## src/rtl/calculator_pkg.sv

```systemverilog
// Shared types for the calculator pipeline.
//   te_operation  : 3-bit operation code (encoding 7 is unused and treated as invalid)
//   te_out_status : 2-bit result status
//   pick_status   : applies status priority INVALID > OVERFLOW > ZERO > OK
package calculator_pkg;

  typedef enum logic [2:0] {
    OP_ADD = 3'd0,
    OP_SUB = 3'd1,
    OP_AND = 3'd2,
    OP_OR  = 3'd3,
    OP_XOR = 3'd4,
    OP_ACC = 3'd5,
    OP_CLR = 3'd6
  } te_operation;

  typedef enum logic [1:0] {
    ST_OK       = 2'd0,
    ST_ZERO     = 2'd1,
    ST_OVERFLOW = 2'd2,
    ST_INVALID  = 2'd3
  } te_out_status;

  function automatic te_out_status pick_status(input logic invalid,
                                               input logic overflow,
                                               input logic zero);
    if (invalid) return ST_INVALID;
    if (overflow) return ST_OVERFLOW;
    if (zero) return ST_ZERO;
    return ST_OK;
  endfunction

endpackage

```

## src/rtl/calculator_alu.sv

```systemverilog
// Combinational operation and status logic for calculator_pipe.
//   a, b      : operands
//   acc       : current accumulator value
//   operation : requested operation
//   result    : operation result, modulo 2^BIT_WIDTH
//   status    : prioritised result status
//   acc_next  : accumulator value if this operation is accepted
module calculator_alu
  import calculator_pkg::*;
#(
  parameter int unsigned BIT_WIDTH = 8
) (
  input  logic [BIT_WIDTH-1:0] a,
  input  logic [BIT_WIDTH-1:0] b,
  input  logic [BIT_WIDTH-1:0] acc,
  input  te_operation          operation,
  output logic [BIT_WIDTH-1:0] result,
  output te_out_status         status,
  output logic [BIT_WIDTH-1:0] acc_next
);

  // One extra bit exposes the unsigned carry-out.
  logic [BIT_WIDTH:0] add_w;
  logic [BIT_WIDTH:0] acc_w;
  logic               ovf;
  logic               inv;

  assign add_w = {1'b0, a} + {1'b0, b};
  assign acc_w = {1'b0, acc} + {1'b0, a};

  always_comb begin
    result   = '0;
    ovf      = 1'b0;
    inv      = 1'b0;
    acc_next = acc;
    case (operation)
      OP_ADD: begin
        result = add_w[BIT_WIDTH-1:0];
        ovf    = add_w[BIT_WIDTH];
      end
      OP_SUB: begin
        result = a - b;
        ovf    = (a < b);
      end
      OP_AND: result = a & b;
      OP_OR:  result = a | b;
      OP_XOR: result = a ^ b;
      OP_ACC: begin
        result   = acc_w[BIT_WIDTH-1:0];
        ovf      = acc_w[BIT_WIDTH];
        acc_next = acc_w[BIT_WIDTH-1:0];
      end
      OP_CLR: begin
        result   = '0;
        acc_next = '0;
      end
      default: inv = 1'b1;
    endcase
    status = pick_status(inv, ovf, result == '0);
  end

endmodule

```

## src/rtl/calculator_pipe.sv

```systemverilog
// Pipelined calculator with valid/ready handshakes on both sides.
// Result and status are computed when an operation is accepted and then
// travel through PIPE_STAGES valid-tagged registers; a stalled output
// freezes the whole pipeline and the accumulator.
//   clk, reset           : clock, asynchronous active-high reset
//   in_valid / in_ready  : input handshake
//   a, b, operation      : operands and operation
//   out_valid / out_ready: output handshake
//   result, status       : result and status of the oldest slot
module calculator_pipe
  import calculator_pkg::*;
#(
  parameter int unsigned BIT_WIDTH   = 8,
  parameter int unsigned PIPE_STAGES = 2
) (
  input  logic                 clk,
  input  logic                 reset,
  input  logic                 in_valid,
  output logic                 in_ready,
  input  logic [BIT_WIDTH-1:0] a,
  input  logic [BIT_WIDTH-1:0] b,
  input  te_operation          operation,
  output logic                 out_valid,
  input  logic                 out_ready,
  output logic [BIT_WIDTH-1:0] result,
  output te_out_status         status
);

  logic [PIPE_STAGES-1:0] vld_q;
  logic [BIT_WIDTH-1:0]   res_q [PIPE_STAGES];
  te_out_status           st_q  [PIPE_STAGES];
  logic [BIT_WIDTH-1:0]   acc_q;
  logic [BIT_WIDTH-1:0]   acc_d;
  logic [BIT_WIDTH-1:0]   alu_res;
  te_out_status           alu_st;
  logic                   stall;
  logic                   accept;

  calculator_alu #(
    .BIT_WIDTH(BIT_WIDTH)
  ) u_alu (
    .a        (a),
    .b        (b),
    .acc      (acc_q),
    .operation(operation),
    .result   (alu_res),
    .status   (alu_st),
    .acc_next (acc_d)
  );

  assign out_valid = vld_q[PIPE_STAGES-1];
  assign result    = res_q[PIPE_STAGES-1];
  assign status    = st_q[PIPE_STAGES-1];

  // Only a held output stalls; bubbles are never squeezed out.
  assign stall    = out_valid && !out_ready;
  assign in_ready = !reset && !stall;
  assign accept   = in_valid && in_ready;

  always_ff @(posedge clk or posedge reset) begin
    if (reset) begin
      vld_q <= '0;
      acc_q <= '0;
      for (int unsigned i = 0; i < PIPE_STAGES; i++) begin
        res_q[i] <= '0;
        st_q[i]  <= ST_OK;
      end
    end else if (!stall) begin
      vld_q[0] <= accept;
      if (accept) begin
        res_q[0] <= alu_res;
        st_q[0]  <= alu_st;
        acc_q    <= acc_d;
      end
      for (int unsigned i = 1; i < PIPE_STAGES; i++) begin
        vld_q[i] <= vld_q[i-1];
        res_q[i] <= res_q[i-1];
        st_q[i]  <= st_q[i-1];
      end
    end
  end

endmodule

```

## config.mk

```make
export PLATFORM = sky130hd
export DESIGN_NAME = calculator_pipe
export DESIGN_NICKNAME = d
export VERILOG_FILES = /design/src/rtl/calculator_pkg.sv /design/src/rtl/calculator_alu.sv /design/src/rtl/calculator_pipe.sv
export SDC_FILE = /design/constraint.sdc
export NUM_CORES = 1
export LEC_CHECK = 0
export BUFFER_PORTS_ARGS = -buffer_cell sky130_fd_sc_hd__buf_2
export CORE_ASPECT_RATIO = 0.75
export CORE_UTILIZATION = 30
export DETAILED_ROUTE_END_ITERATION = 6
export GPL_TIMING_DRIVEN = 0
export HOLD_SLACK_MARGIN = 0.05
export MAX_ROUTING_LAYER = met4
export PLACE_DENSITY = 0.6
export SYNTH_ARGS = -nofsm -noshare
export SYNTH_HDL_FRONTEND = slang
export SYNTH_SLANG_ARGS = --single-unit
```

## constraint.sdc

```tcl
create_clock -name clk -period 2.7 [get_ports clk]
set_input_delay 0 -clock clk [delete_from_list [all_inputs] [get_ports clk]]
set_output_delay 0 -clock clk [all_outputs]
set_load 0.005 [all_outputs]
```

## After elaboration in Yosys (flattened, before gate mapping)

Index checks and enable logic that the tools add are counted.

| operators by class | value |
|---|---|
| add/subtract/negate cells | 3 |
| order comparisons | 1 |
| bitwise gates (word level) | 4 |
| equality and inequality tests | 6 |
| $mul | 0 |
| shifts and indexed selects | 0 |
| div/mod/pow operators | 0 |
| reduce and logical (&&, ||, !) cells | 12 |
| muxes and demuxes | 14 |

Operators with widths:

| kind | count |
|---|---|
| 8-bit case mux with 6 select lines | 1 |
| 8-bit by 8-bit adder with 9-bit output | 2 |
| 8-bit case mux with 2 select lines | 1 |
| 2-bit two-way mux | 6 |
| 3-bit == test (second input constant) | 3 |
| 8-bit bitwise AND | 1 |
| 8-bit zero test | 1 |
| 8-bit < comparator | 1 |
| 8-bit bitwise OR | 1 |
| 8-bit subtractor | 1 |
| 8-bit XOR | 1 |
| 7-bit OR reduction | 1 |
| 3-bit by 2-bit == test with 1-bit output (second input constant) | 2 |
| 1-bit two-way mux | 5 |
| 3-bit by 1-bit == test with 1-bit output (second input constant) | 1 |
| 1-bit logical AND | 3 |
| 1-bit zero test | 3 |
| 3-bit zero test | 1 |
| 1-bit case mux with 3 select lines | 1 |
| 3-bit AND reduction | 1 |
| 2-bit AND reduction | 1 |
| 2-bit nonzero test | 1 |
| 1-bit inverter | 1 |

| word-level totals | value |
|---|---|
| flip-flop bits (word level) | 30 |
| memories | 0 |
| RAM bits | 0 |
| word-level logic and storage cells | 46 |
| bits in latches | 0 |
| memory bits (read-only) | 0 |

## Depth between registers and ports, before layout

Gate-level depths: netlist of run 1.

| logic depth | value |
|---|---|
| depth after elaboration | 9 |
| gate-level depth with buffers | 11 |
| mapped depth without buffers | 11 |

## Cells and area by module

A second synthesis of run 1 with hierarchy kept.

| unflattened totals | value |
|---|---|
| cells, all modules | 347 |
| area, all modules | 3134.3 µm² |

Modules (own cells, without submodules):

| module | area an instance (µm²) | instances | sequential area each (µm²) | cells each |
|---|---|---|---|---|
| calculator_alu | 1875.5 | 1 | 0.0 | 270 |
| calculator_pipe | 1258.7 | 1 | 750.7 | 77 |

## Worst setup path after synthesis of run 1

Ideal clock, no wire load.

| timing | value |
|---|---|
| path kind | register to register |
| start | register acc_q[0] |
| end | register res_q[14] in the netlist's numbering |
| library setup time | 125 ps |
| slack | 138 ps |
| path buffers | 0 |
| arrival | 2437 ps |
| cell stages (with the launch flop) | 10 |
| required time | 2575 ps |
| cell sequence | dfrtp_1 > ha_1 > fa_1 > a211oi_1 > o21ai_0 > o21ai_0 > xor2_1 > o22ai_1 > or4_1 > mux2_2 |

| on the way | value |
|---|---|
| longest elaborated chain between the ends | 2 |

Ends and longest elaborated chain:

| item | RTL line | text |
|---|---|---|
| start: declaration | calculator_pipe.sv:32 | `logic [BIT_WIDTH-1:0] acc_q;` |
| start signal: assignment | calculator_pipe.sv:63 | `acc_q <= '0;` |
| start signal: assignment | calculator_pipe.sv:73 | `acc_q <= acc_d;` |
| 8-bit by 8-bit adder with 9-bit output | calculator_alu.sv:29 | `assign acc_w = {1'b0, acc} + {1'b0, a};` |
| 8-bit case mux with 6 select lines | calculator_alu.sv:36 | `case (operation)` |
| end signal: indexed assignment | calculator_pipe.sv:77 | `res_q[i] <= res_q[i-1];` |
| end: declaration | calculator_pipe.sv:30 | `logic [BIT_WIDTH-1:0] res_q [PIPE_STAGES];` |

Every way passes these cells.
A chain may end at the register's enable or synchronous reset.

## Worst setup path after layout of run 1

Ends and elaborated chain as after synthesis.

==> report_table.html, run 1 <==
<table>
<tr><th>Metric</th><th>Value</th></tr>
<tr><th colspan="2">Layout</th></tr>
<tr><td>Number of nets in the layout</td><td>444</td></tr>
<tr><td>Area delta synth-&gt;final</td><td>19.5%</td></tr>
<tr><td>Final design utilization</td><td>0.376</td></tr>
<tr><td>Final std cells w/o fill</td><td>510</td></tr>
<tr><td>Diode insertion count for antenna repair</td><td>0</td></tr>
<tr><td>Fraction of layout cells with a size suffix above 1</td><td>0.230</td></tr>
<tr><td>Final Instance Area</td><td>3470 sq um</td></tr>
<tr><th colspan="2">Run</th></tr>
<tr><td>Total of max-cap violations</td><td>0</td></tr>
<tr><th colspan="2">Route</th></tr>
<tr><td>Vias post-DR</td><td>2621</td></tr>
<tr><td>Detailed-route vias per instance</td><td>5.14</td></tr>
<tr><td>DRC marker count from the first detailed-route iteration</td><td>236</td></tr>
<tr><td>Final WL</td><td>7630 microns</td></tr>
<tr><td>Initial DRT Pass Iterations</td><td>5</td></tr>
<tr><td>Average wire per cell in the routed design</td><td>15.0 microns</td></tr>
<tr><td>ANT nets after route</td><td>0</td></tr>
<tr><td>Number of design rule violations left after detail routing</td><td>0</td></tr>
<tr><th colspan="2">Floorplanning</th></tr>
<tr><td>Die width</td><td>116 microns</td></tr>
<tr><td>Y dimension of the die</td><td>87.2 microns</td></tr>
<tr><td>Die Area</td><td>10100 sq um</td></tr>
<tr><td>Initial core utilization</td><td>0.315</td></tr>
<tr><td>Count of pins on the block boundary</td><td>35</td></tr>
<tr><td>Core region area</td><td>9230 sq um</td></tr>
<tr><td>Row Count</td><td>30</td></tr>
<tr><th colspan="2">Placement</th></tr>
<tr><td>Area after detailed placement</td><td>3220 sq um</td></tr>
<tr><td>Worst setup timing slack at the placement stage</td><td>-194 ps</td></tr>
<tr><td>Final RePlAce weighted congestion</td><td>0.898</td></tr>
<tr><td>Cells after DPL</td><td>497</td></tr>
<tr><td>IO Port Bufs</td><td>31</td></tr>
<tr><td>HPWL reported at the end of detailed placement</td><td>5990 microns</td></tr>
<tr><th colspan="2">STA</th></tr>
<tr><td>Setup repair after global routing missed its margin</td><td>true</td></tr>
<tr><td>Timing-limited maximum frequency</td><td>0.381 GHz</td></tr>
<tr><td>Clk_skew</td><td>7.21 ps</td></tr>
<tr><td>Post-layout minimum cycle time</td><td>2620 ps</td></tr>
<tr><td>Setup ws final</td><td>76.7 ps</td></tr>
<tr><td>Final Setup Violations</td><td>0</td></tr>
<tr><td>Number of hold violations in the final report</td><td>0</td></tr>
<tr><td>Worst Max-Slew Pin Slew</td><td>1150 ps</td></tr>
<tr><td>Setup Total Neg Slack</td><td>0 ps</td></tr>
<tr><td>Worst-case headroom to the max-slew limit</td><td>0.231</td></tr>
<tr><td>Number of slew-limit violations in the final report</td><td>0</td></tr>
<tr><td>Ratio of final minimum period to clock period</td><td>0.972</td></tr>
<tr><th colspan="2">Synthesis</th></tr>
<tr><td>Area fraction in compound gates after synthesis</td><td>0.192</td></tr>
<tr><td>Fraction of the yosys area taken by sequential cells</td><td>0.258</td></tr>
<tr><td>Top area cells in the synthesized netlist</td><td>sky130_fd_sc_hd__dfrtp_1 26%, sky130_fd_sc_hd__ha_1 15%, sky130_fd_sc_hd__mux2_2 4.7%</td></tr>
<tr><td>Number of synthesized flops with an enable pin</td><td>0</td></tr>
<tr><td>Cell type with the highest aggregate area in the netlist</td><td>sky130_fd_sc_hd__dfrtp_1</td></tr>
<tr><td>Number of distinct library cells after synthesis</td><td>59</td></tr>
<tr><td>Most instantiated library cell after synthesis</td><td>sky130_fd_sc_hd__ha_1</td></tr>
<tr><td>Post-synthesis net count</td><td>399</td></tr>
<tr><td>Post-Synth XOR/XNOR Area</td><td>0.0271</td></tr>
<tr><td>Commonest register cell after synthesis</td><td>sky130_fd_sc_hd__dfrtp_1</td></tr>
<tr><td>Cell area after synthesis</td><td>2910 sq um</td></tr>
<tr><td>Per-instance average area after synthesis</td><td>8.60 sq um</td></tr>
<tr><td>Top-area cell type share of the netlist area</td><td>0.258</td></tr>
<tr><td>Synth top cells by count</td><td>35 x sky130_fd_sc_hd__ha_1, 30 x sky130_fd_sc_hd__dfrtp_1, 30 x sky130_fd_sc_hd__nor2_1</td></tr>
<tr><td>Mux contribution to synthesized area</td><td>0.0680</td></tr>
<tr><td>Post-synth ARST share</td><td>1.00</td></tr>
<tr><td>Count of warnings emitted by yosys</td><td>0</td></tr>
<tr><td>Synth Area in Adders</td><td>0.171</td></tr>
<tr><td>Post-Synth Simple-Gate Area</td><td>0.192</td></tr>
<tr><td>Largest family of logic cells by synthesized area</td><td>simple AND/OR/NAND/NOR gates</td></tr>
<tr><td>Post-synthesis cell count</td><td>338</td></tr>
<tr><td>Post-synthesis register bit count</td><td>30</td></tr>
<tr><th colspan="2">Worst setup path</th></tr>
<tr><td>Crit end category</td><td>flop</td></tr>
<tr><td>Data required time of the worst path</td><td>2860 ps</td></tr>
<tr><td>Maximum single-stage delay on the critical path</td><td>440 ps</td></tr>
<tr><td>Cell-by-cell listing of the critical path</td><td>ha_2 &gt; fa_2 &gt; a211oi_4 &gt; o21ai_2 &gt; o21ai_2 &gt; xor2_2 &gt; o22ai_1 &gt; or4_4 &gt; mux2_2</td></tr>
<tr><td>Top fanout value on the critical path</td><td>3</td></tr>
<tr><td>CP max-delay cell</td><td>sky130_fd_sc_hd__or4_4</td></tr>
<tr><td>CP Class</td><td>reg -&gt; reg</td></tr>
<tr><td>Nature of the critical path startpoint</td><td>flop</td></tr>
<tr><td>Data arrival time at the worst-slack endpoint</td><td>2780 ps</td></tr>
<tr><td>Worst path most repeated cell</td><td>sky130_fd_sc_hd__o21ai_2</td></tr>
<tr><th colspan="2">Clocking</th></tr>
<tr><td>Clock sinks</td><td>30</td></tr>
<tr><td>CTS H-tree depth</td><td>2</td></tr>
<tr><td>TritonCTS clock tree</td><td>built</td></tr>
<tr><td>Root cell of the clock tree</td><td>sky130_fd_sc_hd__clkbuf_16</td></tr>
<tr><td>Clock latency on the worst-skew pair</td><td>280 ps</td></tr>
<tr><td>Clock buffers created by TritonCTS</td><td>5</td></tr>
<tr><td>Clock transition at the registers of the reported paths</td><td>50 ps</td></tr>
<tr><td>Clock buffer depth</td><td>2</td></tr>
<tr><th colspan="2">GRT</th></tr>
<tr><td>Remaining global-route overflow</td><td>0</td></tr>
<tr><td>Number of global-route vias before repair</td><td>2443</td></tr>
<tr><td>Global-route wire length before repair</td><td>12600 microns</td></tr>
<tr><td>Largest net degree at the start of global routing</td><td>31</td></tr>
<tr><td>Number of antenna violations at the first check in global routing</td><td>0</td></tr>
<tr><td>Gr usage total</td><td>0.166</td></tr>
<tr><th colspan="2">Power</th></tr>
<tr><td>Leak Pwr</td><td>0.00163 uW</td></tr>
<tr><td>Max rail drop VDD</td><td>0.000232 V</td></tr>
<tr><td>Power density of the placed cells</td><td>638 nW/um^2</td></tr>
<tr><th colspan="2">Run status</th></tr>
<tr><td>Result of the run</td><td>finished clean</td></tr>
<tr><th colspan="2">Worst hold path</th></tr>
<tr><td>Type of the most critical hold path</td><td>in -&gt; async</td></tr>
</table>
[metal layers]
layer	wire length [microns]	global-route usage	up-vias	share of wire
met5	0	-	-	0
met4	72	0.0455	0	0.0094
met3	523	0.0244	8	0.069
met2	3190	0.236	90	0.42
met1	3840	0.243	1246	0.50
li1	-	-	1277	-
[cells in the final DEF, fill, tap and decap left out, drive strengths merged, types with 4 or more instances in the layout]
master,n
buf,54
ha,35
nor2,30
dfrtp,30
inv,28
nand2,23
a21oi,22
o21ai,20
clkbuf,13
mux2,12
nand3,11
nand2b,8
xor2,6
nor3,5
o211ai,5
nor2b,4
mux2i,4
or3,4
o22ai,4
a22o,4
[through the flow]
stage | power [uW] | hold WS (ps)
after floorplan | 1260 | 38.5
after global placement | 1480 | 263
after detailed placement | 1500 | 272
after CTS | 2140 | 92.0
after global routing | 2360 | 159
final | 2220 | 50.4
[where the power goes]
part | internal (uW) | switching, uW | leakage (uW) | total (uW)
Clock | 355 | 179 | 0.0000688 | 534
Sequential | 570 | 71.4 | 0.000371 | 641
Combinational | 527 | 513 | 0.00119 | 1040
[what timing repair did]
item,4_1_cts,5_1_grt
pin swaps,3,4
gates resized for setup,5,8
endpoints found under the setup margin,2,2
hold buffers,0,0
setup buffers,6,1
[cells by family after synthesis]
family          after synthesis
flops                        30
simple gates                108
xor+xnor                      9
compound gates               85
mux                          17
fa+ha+maj                    38
buf+inv                      51
[registers in the layout (all words and copies together) (netlist names)]
signal and flops:
status 2, st_q 2, acc_q 8, vld_q 2
res_q 8, result 8
[cell type report]
type | instances | area (sq um)
sequential | 30 | 751
multi-input combinational | 257 | 1950
clock buffer | 6 | 139
inverter | 28 | 105
fill | 957 | 5760
tap | 128 | 160
buffer | 23 | 160
timing repair buffer | 38 | 208
[final timing paths]
kind | start | end | slack [ps] | depth (start not counted)
max in group asynchronous | reset | result[6] | 1960 | 2
setup / recovery | acc_q[0] | res_q[14] | 80 | 9
setup reg to reg | acc_q[0] | res_q[14] | 80 | 9
hold / removal | reset | st_q[3] | 50 | 2
hold reg to reg | vld_q[0] | vld_q[1] | 460 | 1
min in group clk | out_ready | result[1] | 160 | 3
[worst max-delay path, delay by kind of cell, from the launching register on]
family                     cells  cell delay (ps)
adders and majority gates      2              610
AOI/OAI and AO/OA              4              590
and+or+nand+nor                1              440
DFF                            1              380
muxes                          1              280
xor gates and xnor gates       1              210
No activity file was read; power rests on OpenSTA's default activity.
==> run 2: changes to the inputs <==
- PLACE_DENSITY: 0.6 -> 0.59
- clock period: 2.7 -> 3.2 ns (I/O delays scaled with it)
==> run 2 against run 1 <==
  * Via count down 4.0%
  * Sequential power down 16%
  * Sequential share of layout area up 0.54 points
  * Combinational power down 29%
  * Clock power down 1%
  * Critical endpoint unchanged
  * Largest power group unchanged
  * Final cell count down 0.98%
  * Total power down 19%
  * Register-to-register slack better by 180 ps
  * Critical path type unchanged
  * Utilization down 0.92 points
  * Critical path depth unchanged
  * Fmax down 11%
==> report_table.html, run 2 (same netlist as run 1, synthesis figures left out) <==
<table>
<tr><th>Metric</th><th>Value</th></tr>
<tr><th colspan="2">STA</th></tr>
<tr><td>Post-layout minimum cycle time</td><td>2940 ps (+321 ps)</td></tr>
<tr><td>Number of slew-limit violations in the final report</td><td>0 (unchanged)</td></tr>
<tr><td>Final Setup Violations</td><td>0 (unchanged)</td></tr>
<tr><td>Timing-limited maximum frequency</td><td>0.340 GHz (-11%)</td></tr>
<tr><td>Setup repair after global routing missed its margin</td><td>false</td></tr>
<tr><td>Worst-case headroom to the max-slew limit</td><td>0.250 (+0.0189)</td></tr>
<tr><td>Number of hold violations in the final report</td><td>0 (unchanged)</td></tr>
<tr><td>Setup Total Neg Slack</td><td>0 ps (unchanged)</td></tr>
<tr><td>Worst Max-Slew Pin Slew</td><td>1120 ps (-28.4 ps)</td></tr>
<tr><td>Clk_skew</td><td>2.67 ps (-4.53 ps)</td></tr>
<tr><td>Ratio of final minimum period to clock period</td><td>0.920 (-0.0516)</td></tr>
<tr><th colspan="2">Placement</th></tr>
<tr><td>Area after detailed placement</td><td>3220 sq um (unchanged)</td></tr>
<tr><td>Final RePlAce weighted congestion</td><td>0.916 (+2.0%)</td></tr>
<tr><td>HPWL reported at the end of detailed placement</td><td>6140 microns (+2.5%)</td></tr>
<tr><td>IO Port Bufs</td><td>31 (unchanged)</td></tr>
<tr><th colspan="2">Route</th></tr>
<tr><td>Final WL</td><td>7580 microns (-0.62%)</td></tr>
<tr><td>DRC marker count from the first detailed-route iteration</td><td>234 (-0.85%)</td></tr>
<tr><td>Average wire per cell in the routed design</td><td>15.0 microns (+0.37%)</td></tr>
<tr><td>ANT nets after route</td><td>0 (unchanged)</td></tr>
<tr><td>Detailed-route vias per instance</td><td>4.98 (-3.1%)</td></tr>
<tr><td>Initial DRT Pass Iterations</td><td>4 (-1)</td></tr>
<tr><td>Vias post-DR</td><td>2515 (-4.0%)</td></tr>
<tr><td>Number of design rule violations left after detail routing</td><td>0 (unchanged)</td></tr>
<tr><th colspan="2">Clocking</th></tr>
<tr><td>Post-cts repair resize count</td><td>0 (-5)</td></tr>
<tr><td>Postcts setup bufs</td><td>0 (-6)</td></tr>
<tr><td>Hold-fix buffer count after cts</td><td>0 (unchanged)</td></tr>
<tr><td>Clock transition at the registers of the reported paths</td><td>50 ps (about the same)</td></tr>
<tr><td>Clock buffer depth</td><td>2 (unchanged)</td></tr>
<tr><td>Clock sinks</td><td>30 (unchanged)</td></tr>
<tr><td>TritonCTS clock tree</td><td>built</td></tr>
<tr><td>Clock latency on the worst-skew pair</td><td>270 ps (about the same)</td></tr>
<tr><td>Root cell of the clock tree</td><td>sky130_fd_sc_hd__clkbuf_16</td></tr>
<tr><td>CTS H-tree depth</td><td>2 (unchanged)</td></tr>
<tr><td>Clock buffers created by TritonCTS</td><td>5 (unchanged)</td></tr>
<tr><th colspan="2">Power</th></tr>
<tr><td>Sum of internal, switching and leakage power</td><td>1800 uW (-19%)</td></tr>
<tr><td>Leak Pwr</td><td>0.00160 uW (-1.9%)</td></tr>
<tr><td>Max rail drop VDD</td><td>0.000217 V (-6.4%)</td></tr>
<tr><td>Power density of the placed cells</td><td>532 nW/um^2 (-17%)</td></tr>
<tr><th colspan="2">Floorplanning</th></tr>
<tr><td>Count of pins on the block boundary</td><td>35 (unchanged)</td></tr>
<tr><td>Core region area</td><td>9230 sq um (unchanged)</td></tr>
<tr><td>Row Count</td><td>30 (unchanged)</td></tr>
<tr><td>Die width</td><td>116 microns (unchanged)</td></tr>
<tr><td>Initial core utilization</td><td>0.315 (unchanged)</td></tr>
<tr><td>Y dimension of the die</td><td>87.2 microns (unchanged)</td></tr>
<tr><td>Die Area</td><td>10100 sq um (unchanged)</td></tr>
<tr><th colspan="2">Worst setup path</th></tr>
<tr><td>CP Class</td><td>reg -&gt; reg</td></tr>
<tr><td>Nature of the critical path startpoint</td><td>flop</td></tr>
<tr><td>Top fanout value on the critical path</td><td>3 (unchanged)</td></tr>
<tr><td>Crit end category</td><td>flop</td></tr>
<tr><td>Reg-to-reg slack, setup</td><td>260 ps (+180 ps)</td></tr>
<tr><td>Data arrival time at the worst-slack endpoint</td><td>3100 ps (+320 ps)</td></tr>
<tr><td>Data required time of the worst path</td><td>3350 ps (+490 ps)</td></tr>
<tr><th colspan="2">Worst hold path</th></tr>
<tr><td>Type of the most critical hold path</td><td>in -&gt; async</td></tr>
<tr><th colspan="2">GRT</th></tr>
<tr><td>Gr usage total</td><td>0.166 (-0.000722)</td></tr>
<tr><td>Global-route wire length before repair</td><td>12400 microns (-1.4%)</td></tr>
<tr><td>Number of global-route vias before repair</td><td>2369 (-3.0%)</td></tr>
<tr><td>Number of antenna violations at the first check in global routing</td><td>0 (unchanged)</td></tr>
<tr><td>Remaining global-route overflow</td><td>0 (unchanged)</td></tr>
<tr><td>Largest net degree at the start of global routing</td><td>31 (unchanged)</td></tr>
<tr><th colspan="2">Layout</th></tr>
<tr><td>Final Instance Area</td><td>3390 sq um (-2.5%)</td></tr>
<tr><td>Layout fillers</td><td>994 (+3.9%)</td></tr>
<tr><td>Fraction of layout cells with a size suffix above 1</td><td>0.196 (-0.0341)</td></tr>
<tr><td>Diode insertion count for antenna repair</td><td>0 (unchanged)</td></tr>
<tr><td>Most common cell after layout, fill and taps aside</td><td>sky130_fd_sc_hd__ha_1</td></tr>
<tr><td>Number of nets in the layout</td><td>437 (-1.6%)</td></tr>
<tr><td>Area delta synth-&gt;final</td><td>16.5%</td></tr>
<tr><td>Most frequent cells in the layout</td><td>35 x sky130_fd_sc_hd__ha_1, 31 x sky130_fd_sc_hd__buf_2, 30 x sky130_fd_sc_hd__nor2_1, 30 x sky130_fd_sc_hd__dfrtp_1, 28 x sky130_fd_sc_hd__inv_1</td></tr>
<tr><th colspan="2">Run status</th></tr>
<tr><td>Result of the run</td><td>finished clean</td></tr>
<tr><th colspan="2">Run</th></tr>
<tr><td>Total of max-cap violations</td><td>0 (unchanged)</td></tr>
</table>
[run 2: changes by cell type in the layout (fill, tap and decap cells not counted), sizes merged]
| cell | delta |
|---|---|
| buf | -7 |
| clkinv | +2 |
| bufinv | +1 |
| clkbuf | -1 |
[run 2: through the flow]
stage	utilization	hold slack [ps]	worst slack, ps	cells
after CTS	0.367	70.9	293	505
after global routing	0.367	161	149	505
after detailed placement	0.349	266	313	497
final	0.367	35.0	256	505
after global placement	0.349	261	333	497
after floorplan	-	38.5	638	338
[run 2: worst paths after layout]
kind                                start   endpoint  cells after the start
worst max-delay path             acc_q[0]  res_q[14]                      9
worst min register to register   vld_q[0]   vld_q[0]                      2
max in group asynchronous           reset    st_q[3]                      2
min in group clk                out_ready  result[2]                      3
worst max register to register   acc_q[0]  res_q[14]                      9
worst min-delay path                reset  result[2]                      2
[run 2: power by group]
group          internal [uW]  switching [uW]
sequential               480            58.3
clock                    363             164
combinational            344             391
[run 2: area by class of cell]
class | count | area [sq um] | share of cell area
inverter | 28 | 105 | 0.0310
sequential | 30 | 751 | 0.222
clock buffer | 5 | 125 | 0.0370
clock inverter | 3 | 40.0 | 0.0118
timing repair buffer | 31 | 155 | 0.0458
multi-input combinational | 257 | 1890 | 0.558
tap | 128 | 160 | 0.0473
buffer | 23 | 160 | 0.0473
[run 2: metal layers]
metal | vias to the layer above | GRT usage | routed length, microns | share of wire
li1 | 1264 | - | - | -
met1 | 1168 | 0.251 | 3980 | 0.52
met2 | 75 | 0.230 | 3040 | 0.40
met3 | 8 | 0.0230 | 485 | 0.064
met4 | 0 | 0.0373 | 76 | 0.010
met5 | - | - | 0 | 0
[run 2: worst max-delay path, stage by stage (launching register included)]
cell,delay (ps)
sky130_fd_sc_hd__dfrtp_1,380
sky130_fd_sc_hd__ha_1,220
sky130_fd_sc_hd__fa_1,410
sky130_fd_sc_hd__a211oi_1,350
sky130_fd_sc_hd__o21ai_0,190
sky130_fd_sc_hd__o21ai_0,130
sky130_fd_sc_hd__xor2_1,250
sky130_fd_sc_hd__o22ai_1,140
sky130_fd_sc_hd__or4_1,460
sky130_fd_sc_hd__mux2_2,290
==> run 3: changes to the inputs <==
- CORE_UTILIZATION: 30 -> 50
- PLACE_DENSITY: 0.59 -> 0.82
==> run 3 against run 2 <==
  * Combinational power decreased by 0.7%
  * First-iteration DRC count decreased by 9.8%
  * Register-to-register slack improved by 60 ps
  * Via count increased by 5.1%
  * Final area decreased by 4.4%
  * Routed wire length decreased by 3.4%
  * Critical path depth unchanged
  * Utilization increased by 23 points
  * Non-clock buffer count unchanged
  * Die area decreased by 39%
==> report_table.html, run 3 (same netlist as run 1, synthesis figures left out) <==
<table>
<tr><th>Metric</th><th>Value</th></tr>
<tr><th colspan="2">GRT</th></tr>
<tr><td>Gr usage total</td><td>0.262 (+0.0963)</td></tr>
<tr><td>Remaining global-route overflow</td><td>0 (unchanged)</td></tr>
<tr><td>Number of global-route vias before repair</td><td>2444 (+3.2%)</td></tr>
<tr><td>Largest net degree at the start of global routing</td><td>31 (unchanged)</td></tr>
<tr><td>Global-route wire length before repair</td><td>12100 microns (-2.3%)</td></tr>
<tr><td>Number of antenna violations at the first check in global routing</td><td>0 (unchanged)</td></tr>
<tr><th colspan="2">Worst setup path</th></tr>
<tr><td>Reg-to-reg slack, setup</td><td>320 ps (+60 ps)</td></tr>
<tr><td>Worst path most repeated cell</td><td>sky130_fd_sc_hd__o21ai_0</td></tr>
<tr><td>CP max-delay cell</td><td>sky130_fd_sc_hd__or4_1</td></tr>
<tr><td>Top fanout value on the critical path</td><td>3 (unchanged)</td></tr>
<tr><td>Data arrival time at the worst-slack endpoint</td><td>3050 ps (-50 ps)</td></tr>
<tr><td>Data required time of the worst path</td><td>3370 ps (+20 ps)</td></tr>
<tr><td>Last element of the critical path</td><td>res_q[14]</td></tr>
<tr><td>Startpoint of the worst register-to-register path</td><td>acc_q[0]</td></tr>
<tr><td>Cell-by-cell listing of the critical path</td><td>ha_1 &gt; fa_1 &gt; a211oi_1 &gt; o21ai_0 &gt; o21ai_0 &gt; xor2_1 &gt; o22ai_1 &gt; or4_1 &gt; mux2_2</td></tr>
<tr><td>Maximum single-stage delay on the critical path</td><td>450 ps (about the same)</td></tr>
<tr><td>Register-to-Register Path Depth</td><td>9 (unchanged)</td></tr>
<tr><td>Reg-to-reg endpoint</td><td>res_q[14]</td></tr>
<tr><td>Nature of the critical path startpoint</td><td>flop</td></tr>
<tr><td>CP Class</td><td>reg -&gt; reg</td></tr>
<tr><td>Startpoint of the most critical setup path</td><td>acc_q[0]</td></tr>
<tr><td>Crit end category</td><td>flop</td></tr>
<tr><th colspan="2">Power</th></tr>
<tr><td>Sequential fraction of design power</td><td>0.343 (+0.044)</td></tr>
<tr><td>Leak Pwr</td><td>0.00156 uW (-2.5%)</td></tr>
<tr><td>Power density of the placed cells</td><td>485 nW/um^2 (-8.8%)</td></tr>
<tr><td>Sw Ratio</td><td>0.370 (+0.0291)</td></tr>
<tr><td>Max rail drop VDD</td><td>0.000164 V (-25%)</td></tr>
<tr><td>Clock network fraction of design power</td><td>0.192 (-0.101)</td></tr>
<tr><td>Switching power summed over all nets</td><td>581 uW (-5.4%)</td></tr>
<tr><td>Cell-internal power</td><td>990 uW (-17%)</td></tr>
<tr><td>Part of the total power dissipated in combinational logic</td><td>0.465 (+0.057)</td></tr>
<tr><th colspan="2">Route</th></tr>
<tr><td>DRC marker count from the first detailed-route iteration</td><td>211 (-9.8%)</td></tr>
<tr><td>Detailed-route vias per instance</td><td>5.87 (+18%)</td></tr>
<tr><td>ANT nets after route</td><td>0 (unchanged)</td></tr>
<tr><td>Final WL</td><td>7320 microns (-3.4%)</td></tr>
<tr><td>Vias post-DR</td><td>2643 (+5.1%)</td></tr>
<tr><td>Initial DRT Pass Iterations</td><td>5 (+1)</td></tr>
<tr><td>Number of design rule violations left after detail routing</td><td>0 (unchanged)</td></tr>
<tr><td>Average wire per cell in the routed design</td><td>16.3 microns (+8.4%)</td></tr>
<tr><th colspan="2">Clocking</th></tr>
<tr><td>Root cell of the clock tree</td><td>sky130_fd_sc_hd__clkbuf_8</td></tr>
<tr><td>Postcts setup bufs</td><td>0 (unchanged)</td></tr>
<tr><td>Clock latency on the worst-skew pair</td><td>280 ps (about the same)</td></tr>
<tr><td>Hold-fix buffer count after cts</td><td>0 (unchanged)</td></tr>
<tr><td>CTS H-tree depth</td><td>2 (unchanged)</td></tr>
<tr><td>Clock buffer depth</td><td>2 (unchanged)</td></tr>
<tr><td>Post-cts repair resize count</td><td>0 (unchanged)</td></tr>
<tr><td>Clock sinks</td><td>30 (unchanged)</td></tr>
<tr><td>Clock transition at the registers of the reported paths</td><td>60 ps (about the same)</td></tr>
<tr><td>Clock buffers created by TritonCTS</td><td>5 (unchanged)</td></tr>
<tr><td>TritonCTS clock tree</td><td>built</td></tr>
<tr><th colspan="2">Floorplanning</th></tr>
<tr><td>Row Count</td><td>23 (-23%)</td></tr>
<tr><td>Count of pins on the block boundary</td><td>35 (unchanged)</td></tr>
<tr><td>Y dimension of the die</td><td>68.0 microns (-22%)</td></tr>
<tr><td>Initial core utilization</td><td>0.531 (+0.217)</td></tr>
<tr><td>Die Area</td><td>6120 sq um (-39%)</td></tr>
<tr><td>Core region area</td><td>5470 sq um (-41%)</td></tr>
<tr><td>Die width</td><td>90.0 microns (-22%)</td></tr>
<tr><th colspan="2">Worst hold path</th></tr>
<tr><td>Type of the most critical hold path</td><td>in -&gt; async</td></tr>
<tr><th colspan="2">STA</th></tr>
<tr><td>Setup repair after global routing missed its margin</td><td>false</td></tr>
<tr><td>Worst-case headroom to the max-slew limit</td><td>0.252 (+0.00179)</td></tr>
<tr><td>Clk_skew</td><td>6.89 ps (+4.21 ps)</td></tr>
<tr><td>Worst Max-Slew Pin Slew</td><td>1120 ps (-2.68 ps)</td></tr>
<tr><td>Post-layout minimum cycle time</td><td>2880 ps (-61.5 ps)</td></tr>
<tr><td>Timing-limited maximum frequency</td><td>0.347 GHz (+2.1%)</td></tr>
<tr><td>Setup Total Neg Slack</td><td>0 ps (unchanged)</td></tr>
<tr><td>Ratio of final minimum period to clock period</td><td>0.901 (-0.0192)</td></tr>
<tr><td>Final Setup Violations</td><td>0 (unchanged)</td></tr>
<tr><td>Worst Hold Margin</td><td>22.4 ps (-12.6 ps)</td></tr>
<tr><td>Number of slew-limit violations in the final report</td><td>0 (unchanged)</td></tr>
<tr><td>Number of hold violations in the final report</td><td>0 (unchanged)</td></tr>
<tr><th colspan="2">Run status</th></tr>
<tr><td>Result of the run</td><td>finished clean</td></tr>
<tr><th colspan="2">Layout</th></tr>
<tr><td>Fraction of layout cells with a size suffix above 1</td><td>0.192 (-0.00429)</td></tr>
<tr><td>Most frequent cells in the layout</td><td>35 x sky130_fd_sc_hd__ha_1, 31 x sky130_fd_sc_hd__buf_2, 30 x sky130_fd_sc_hd__nor2_1, 30 x sky130_fd_sc_hd__dfrtp_1, 28 x sky130_fd_sc_hd__inv_1</td></tr>
<tr><td>Diode insertion count for antenna repair</td><td>0 (unchanged)</td></tr>
<tr><td>Most common cell after layout, fill and taps aside</td><td>sky130_fd_sc_hd__ha_1</td></tr>
<tr><td>Number of nets in the layout</td><td>437 (unchanged)</td></tr>
<tr><td>Final std cells w/o fill</td><td>450 (-11%)</td></tr>
<tr><td>Area delta synth-&gt;final</td><td>11.4%</td></tr>
<tr><td>Final design utilization</td><td>0.592 (+0.225)</td></tr>
<tr><td>Layout fillers</td><td>488 (-51%)</td></tr>
<tr><th colspan="2">Run</th></tr>
<tr><td>Total of max-cap violations</td><td>0 (unchanged)</td></tr>
<tr><th colspan="2">Placement</th></tr>
<tr><td>Final RePlAce weighted congestion</td><td>0.956 (+4.3%)</td></tr>
<tr><td>Cells after DPL</td><td>444 (-11%)</td></tr>
<tr><td>IO Port Bufs</td><td>31 (unchanged)</td></tr>
<tr><td>HPWL reported at the end of detailed placement</td><td>5800 microns (-5.5%)</td></tr>
</table>
==> run 3: cell types whose count changed in the layout (fill, tap and decap cells not counted) <==
cell / change
sky130_fd_sc_hd__bufinv_16: -1
sky130_fd_sc_hd__clkinv_2: -2
sky130_fd_sc_hd__clkbuf_16: -5
sky130_fd_sc_hd__clkbuf_8: +6
==> run 3: power groups by stage <==
stage / Combinational, uW / Clock (uW) / Sequential [uW]
2_1_floorplan: 540 / 0 / 525
3_3_place_gp: 696 / 0 / 538
5_1_grt: 814 / 321 / 552
3_5_place_dp: 721 / 0 / 544
6_report: 730 / 302 / 539
4_1_cts: 722 / 306 / 541
==> run 3: routing by layer <==
metal	part of all wire	vias up	track usage
li1	-	1268	-
met1	0.46	1232	0.365
met2	0.42	130	0.390
met3	0.098	13	0.0489
met4	0.015	0	0.0766
met5	0	-	-
==> run 3: final cells by class <==
class / instances / area [sq um] / share of cell area
Tap cell: 75 / 93.8 / 0.0290
Inverter: 28 / 105 / 0.0325
Sequential cell: 30 / 751 / 0.232
Clock buffer: 6 / 82.6 / 0.0255
Multi-Input combinational cell: 257 / 1890 / 0.584
Buffer: 23 / 160 / 0.0495
Timing Repair Buffer: 31 / 155 / 0.0479
==> run 3: critical path: cells and delay by family (launching register included) <==
family | cells | cell delay [ps]
simple gates | 1 | 450
flops | 1 | 380
fa+ha+maj | 2 | 640
compound gates | 4 | 780
xor+xnor | 1 | 240
mux | 1 | 290
==> run 3: stage by stage <==
step | power [uW] | setup WS (ps) | cell area, sq um
final | 1570 | 318 | 3240
after global routing | 1690 | 103 | 3240
after CTS | 1570 | 343 | 3240
after detailed placement | 1270 | 344 | 3150
after global placement | 1230 | 349 | 3150
after floorplan | 1070 | 638 | 2910
==> run 3: worst min-delay path by stage <==
stage                      endpoint  slack [ps]  cells past startpoint
after floorplan            in_ready          40                      1
after global placement     in_ready         260                      3
after detailed placement   in_ready         270                      3
after CTS                 res_q[11]          70                      2
after global routing        st_q[3]         140                      2
final                       st_q[3]          20                      2
